===== src/rtl/dma_burst_splitter.sv =====
// Cuts one host/device transfer job into PCIe-legal chunk requests bounded by MRRS/MPS
// and the host 4 KB page, with outstanding-read credit limiting and abort.
//
// state   | meaning
// S_IDLE  | waiting for a job offer, conf_ready high
// S_ISSUE | presenting chunk requests to the TLP engine
// S_DRAIN | all chunks issued or aborted, waiting for read completions
// S_DONE  | one-cycle job_done pulse
module dma_burst_splitter #(
   parameter int ADDR_W    = 64,
   parameter int LEN_W     = 32,
   parameter int MAX_OUTST = 4
) (
   input  logic              i_clk,
   input  logic              i_rst,
   input  logic              conf_valid,
   output logic              conf_ready,
   input  logic [ADDR_W-1:0] conf_addr_host,
   input  logic [ADDR_W-1:0] conf_addr_dev,
   input  logic [LEN_W-1:0]  conf_len,
   input  logic              conf_dir_write,
   input  logic              conf_abort,
   input  logic [15:0]       pcie_dcommand,
   output logic              req_valid,
   input  logic              req_ready,
   output logic [ADDR_W-1:0] req_addr_host,
   output logic [ADDR_W-1:0] req_addr_dev,
   output logic [12:0]       req_len,
   output logic              req_dir_write,
   input  logic              rd_cpl_done,
   output logic              job_done,
   output logic              job_aborted,
   output logic [3:0]        outst_cnt
);

   typedef enum logic [1:0] {S_IDLE, S_ISSUE, S_DRAIN, S_DONE} state_t;

   state_t            state_q, state_d;
   logic [ADDR_W-1:0] addr_host_q, addr_dev_q;
   logic [LEN_W-1:0]  remaining_q;
   logic [12:0]       max_bytes_q;
   logic              dir_q, abort_q;
   logic [3:0]        outst_q;

   logic [LEN_W:0]    rem_x, max_x, bnd_x, len_x;
   logic              conf_accept, accept, last_chunk, credit_ok, outst_inc, outst_dec;
   logic              unused_dcmd;

   function automatic logic [12:0] mrrs_bytes(input logic [2:0] enc);
      case (enc)
         3'd0:    mrrs_bytes = 13'd128;
         3'd1:    mrrs_bytes = 13'd256;
         3'd2:    mrrs_bytes = 13'd512;
         3'd3:    mrrs_bytes = 13'd1024;
         3'd4:    mrrs_bytes = 13'd2048;
         3'd5:    mrrs_bytes = 13'd4096;
         default: mrrs_bytes = 13'd128;
      endcase
   endfunction

   function automatic logic [12:0] mps_bytes(input logic [2:0] enc);
      case (enc)
         3'd0:    mps_bytes = 13'd128;
         3'd1:    mps_bytes = 13'd256;
         3'd2:    mps_bytes = 13'd512;
         3'd3:    mps_bytes = 13'd1024;
         default: mps_bytes = 13'd128;
      endcase
   endfunction

   assign unused_dcmd = ^{pcie_dcommand[15], pcie_dcommand[11:8], pcie_dcommand[4:0]};

   // Chunk = min(remaining, max payload/read size, bytes left in the current 4 KB page)
   always_comb begin
      rem_x = {1'b0, remaining_q};
      max_x = (LEN_W+1)'(max_bytes_q);
      bnd_x = (LEN_W+1)'(13'h1000 - {1'b0, addr_host_q[11:0]});
      len_x = rem_x;
      if (max_x < len_x) len_x = max_x;
      if (bnd_x < len_x) len_x = bnd_x;
   end

   assign conf_ready  = (state_q == S_IDLE) & ~i_rst;
   assign conf_accept = conf_valid & conf_ready;
   assign credit_ok   = dir_q | (outst_q != 4'(MAX_OUTST));
   assign req_valid   = (state_q == S_ISSUE) & (remaining_q != '0) & credit_ok;
   assign accept      = req_valid & req_ready;
   assign last_chunk  = (remaining_q == len_x[LEN_W-1:0]);
   assign outst_inc   = accept & ~dir_q;
   assign outst_dec   = rd_cpl_done & (outst_q != 4'd0);

   assign req_addr_host = addr_host_q;
   assign req_addr_dev  = addr_dev_q;
   assign req_len       = len_x[12:0];
   assign req_dir_write = dir_q;
   assign outst_cnt     = outst_q;

   always_comb begin
      state_d     = state_q;
      job_done    = 1'b0;
      job_aborted = 1'b0;
      case (state_q)
         S_IDLE:  if (conf_accept) state_d = S_ISSUE;
         S_ISSUE: begin
            if (remaining_q == '0)                    state_d = S_DONE;
            else if (conf_abort || (accept && last_chunk)) state_d = S_DRAIN;
         end
         S_DRAIN: if (outst_q == 4'd0) state_d = S_DONE;
         S_DONE: begin
            job_done    = 1'b1;
            job_aborted = abort_q;
            state_d     = S_IDLE;
         end
         default: state_d = S_IDLE;
      endcase
   end

   always_ff @(posedge i_clk) begin
      if (i_rst) begin
         state_q     <= S_IDLE;
         addr_host_q <= '0;
         addr_dev_q  <= '0;
         remaining_q <= '0;
         max_bytes_q <= 13'd128;
         dir_q       <= 1'b0;
         abort_q     <= 1'b0;
         outst_q     <= 4'd0;
      end else begin
         state_q <= state_d;
         if (conf_accept) begin
            addr_host_q <= conf_addr_host;
            addr_dev_q  <= conf_addr_dev;
            remaining_q <= conf_len;
            dir_q       <= conf_dir_write;
            abort_q     <= 1'b0;
            max_bytes_q <= conf_dir_write ? mps_bytes(pcie_dcommand[7:5])
                                          : mrrs_bytes(pcie_dcommand[14:12]);
         end
         if (accept) begin
            addr_host_q <= addr_host_q + ADDR_W'(len_x);
            addr_dev_q  <= addr_dev_q + ADDR_W'(len_x);
            remaining_q <= remaining_q - len_x[LEN_W-1:0];
         end
         if ((state_q == S_ISSUE) && conf_abort) abort_q <= 1'b1;
         case ({outst_inc, outst_dec})
            2'b10:   outst_q <= outst_q + 4'd1;
            2'b01:   outst_q <= outst_q - 4'd1;
            default: outst_q <= outst_q;
         endcase
      end
   end

endmodule


===== config.mk =====
export PLATFORM = sky130hd
export DESIGN_NAME = dma_burst_splitter
export DESIGN_NICKNAME = d
export VERILOG_FILES = /design/src/rtl/dma_burst_splitter.sv
export SDC_FILE = /design/constraint.sdc
export NUM_CORES = 1
export LEC_CHECK = 0
export CORE_MARGIN = 3
export CORE_UTILIZATION = 52
export CTS_CLUSTER_DIAMETER = 50
export DETAILED_ROUTE_END_ITERATION = 16
export PLACE_DENSITY = 0.82
export REMOVE_ABC_BUFFERS = 1
export SLEW_MARGIN = 25
export SYNTH_ARGS = -nofsm -noshare
export SYNTH_HDL_FRONTEND = slang
export SYNTH_SLANG_ARGS = --single-unit

===== constraint.sdc =====
create_clock -name i_clk -period 7.05 [get_ports i_clk]
set_clock_uncertainty 0.2 [all_clocks]
set_input_delay 1.41 -clock i_clk [delete_from_list [all_inputs] [get_ports i_clk]]
set_output_delay 1.41 -clock i_clk [all_outputs]
set_load 0.05 [all_outputs]

==> qor.csv <==
metric,value,unit
status,"finished, violations left",
failing checks,max-slew violations,
kind of cell adding the most delay to the critical path,compound AO/OA/AOI/OAI gates,
Hold Path Origin,max_bytes_q[12]$_SDFFE_PP0P_,
setup TNS,0,ns
Fmax,146,MHz
metal3 WL,3.66,mm
distinct cell type count after synthesis,104,
met1 wire length,21.2,mm
Synth Cell Area,0.0149,mm^2
sequential area share after synthesis,23.4,%
RR Endpoint,req_addr_host[51]$_SDFFE_PP0P_,
Worst Hold Endpoint,max_bytes_q[12]$_SDFFE_PP0P_,
Compound-Gate Fraction of Synth Area,28.8,%
"FFs w/ async S/R, synth",0,%
DR top layer,met5,
Power Total,0.0108,W
pre-CTS setup slack,0.156,ns
Critical path buffers and inverters,4,
RD Place Congestion,0.946,
total number of vias,16500,
largest stage delay on the critical path,0.47,ns
routed len/inst,18.9,um
Power Density,560,mW/mm^2
Clock Path Buffers,2,
area delta synth->final,29.3,%
max-slew violations,12,
top_reg_cell synth,dfxtp_1,
Hold Path Cell Cnt,2,
met2 routed WL,24.2,mm
final net count,2603,
most frequent CP cell,ha_1,
DRC,0,
Worst Setup Start Kind,flip-flop,
flop-to-flop setup slack,0.20,ns
Yosys warning count,0,
largest net degree at the start of global routing,93,
Slew Limit Headroom,-4.40,%
Leak,7.60,nW
clock sink total,174,
critical path arrival,6.94,ns
multiplexer share of the synthesized area,1.75,%
total gr overflow,0,
post-synth top area share,23.4,%
CTS Buf Count,17,
Post-Synth Simple-Gate Area,24.4,%
Hold WC Path Type,reg2reg,
Seq. cell area,0.00348,mm^2
placed cell count,2649,
Die W,175,um
Final Hold Fails,0,
I/O pin count,333,
critical path endpoint category,flip-flop,
final setup fails,0,
Synth Area in XOR/XNOR,5.48,%
final WL,50.8,mm
first-pass GRT wire length,80.2,mm
Worst Reg-to-Reg Cells,27,
TritonCTS clock tree,done,
Critical path origin,remaining_q[9]$_SDFFE_PP0P_,
DP Wirelength,36.8,mm
Clock transition at path regs,0.08,ns
Root Buffer Master,clkbuf_16,
layout cells sized above 1,6.85,%
latest clock arrival within the worst-skew pair,0.45,ns
num rows,61,
filler cell count,2323,
Max IR drop VDD,0.000362,V
r2r startpoint,remaining_q[9]$_SDFFE_PP0P_,
Initial DRT Pass Iterations,6,
cell area after placement,0.0184,mm^2
die area,0.0306,mm^2
number of max-cap violations,0,
"FF+latch count, synth",174,
core area,0.0280,mm^2
main combinational cell family by area after synthesis,compound AO/OA/AOI/OAI gates,
top post-synthesis cells by area,"dfxtp_1 23%, ha_1 10%, nand2_1 8.2%",
CP max FO,25,
Yosys top cell by area,dfxtp_1,
Initial DRC Count,1254,
Initial Util,53.1,%
Tcrit/Tclk final,97.2,%
CP required,7.13,ns
DIE HEIGHT,175,um
min Tclk post-route,6.85,ns
"Design Area, Final",0.0192,mm^2
RSZ-0062 raised after global routing,true,
fin cells,2687,
Syn Area/Cell,7.55,um^2
Synth Area in Adders,10.8,%
commonest cells in the netlist,"323 x nand2_1, 175 x nor2_1, 174 x dfxtp_1, 162 x a21oi_1, 122 x ha_1",
PortBufs,322,
depth of the CTS H-tree,4,
Routed Antenna Nets,0,
vias in the first global route,16000,
multi-input logic area,0.0109,mm^2
most frequent cell after synthesis,nand2_1,
Synth Instances,1967,
final worst setup slack,0.197,ns
critical path's slowest cell,a2111oi_4,
post-DR vias/cell,6.14,
antenna violations before repair,3,
number of synthesized flops with an enable pin,0,
Tightest Pin Transition,1.57,ns
Setup CP Type,reg2reg,
Total GRT Usage,31.4,%
number of hold buffers added after cts,0,
-- flip-flops by register name (all words and copies together) (netlist names) --
signal	count
state_q	2
outst_cnt	4
req_addr_host	64
max_bytes_q	6
remaining_q	32
req_addr_dev	64
abort_q	1
req_dir_write	1
-- logic make-up (layout without fill, tap and decap cells) --
logic type,count (synthesis),count (layout)
simple gates,778,778
compound gates,603,604
flops,174,174
buf+inv,166,451
fa+ha+maj,126,126
xor+xnor,93,93
mux,25,25
other cells,2,58
-- power by group --
part | switching [W] | total, W | internal [W]
Sequential | 0.000332 | 0.00158 | 0.00125
Combinational | 0.00509 | 0.00815 | 0.00306
Clock | 0.000518 | 0.00104 | 0.000521
-- routing by layer --
| metal | global-route usage, % | vias to the layer above |
|---|---|---|
| met5 | 0 | - |
| met4 | 12.7 | 2 |
| met3 | 5.56 | 128 |
| met2 | 53.8 | 718 |
| met1 | 39.2 | 7781 |
| li1 | - | 7875 |
-- worst max path at each step --
| stage | end | slack (ns) | cells after the start |
|---|---|---|---|
| CTS | req_addr_host[51]$_SDFFE_PP0P_ | 0.11 | 26 |
| detailed placement | req_addr_host[51]$_SDFFE_PP0P_ | 0.16 | 26 |
| finish | req_addr_host[51]$_SDFFE_PP0P_ | 0.20 | 27 |
| global route | req_addr_host[51]$_SDFFE_PP0P_ | -0.11 | 27 |
| global placement | req_addr_dev[62]$_SDFFE_PP0P_ | 0.27 | 24 |
| floorplan | req_addr_dev[52]$_SDFFE_PP0P_ | -0.58 | 24 |
-- per-stage QoR --
step | utilization [%] | hold slack, ns
final | 68.6 | 0.305
after global routing | 68.6 | 0.323
after CTS | 68.1 | 0.296
after detailed placement | 65.9 | 0.281
after global placement | 65.9 | 0.273
after floorplan | - | 0.242
-- area by class of cell --
type / count / share of cell area (%)
flip-flops and latches: 174 / 18.1
inverters: 64 / 1.25
multi-input cells: 1682 / 56.8
well taps: 378 / 2.46
repair buffers: 355 / 18.1
clock buffers: 17 / 2.21
diodes: 2 / 0.0260
clock inverters: 15 / 1.09
-- worst min-delay path, cell delays in order, from the launching register on --
cell     delay, ns
dfxtp_1       0.34
nand2_1       0.07
a21oi_1       0.05
-- cell usage in the layout, fill, tap and decap left out, types with 19 or more instances in the layout --
cell | netlist | layout
nand2_1 | 323 | 322
nand4_1 | 26 | 26
nor3_1 | 41 | 41
ha_1 | 122 | 122
o21ai_0 | 70 | 68
xor2_1 | 35 | 35
a311oi_1 | 71 | 71
and2_1 | 19 | 19
nand3_1 | 47 | 46
inv_1 | 64 | 63
clkdlybuf4s50_1 | 0 | 315
nor2_1 | 175 | 174
conb_1 | 2 | 56
a21o_1 | 48 | 48
nor4_1 | 24 | 23
xnor2_1 | 58 | 58
a211oi_1 | 31 | 31
a31oi_1 | 35 | 35
a21oi_1 | 162 | 159
dfxtp_1 | 174 | 174
buf_4 | 19 | 38
o21a_1 | 23 | 23
and3_1 | 27 | 25
-- what timing repair did --
item                       4_1_cts  5_1_grt
setup endpoints to repair        0       82
resized for setup                0       19
setup buffers                    0        3
Note: power is estimated with default switching activity, not from simulation.
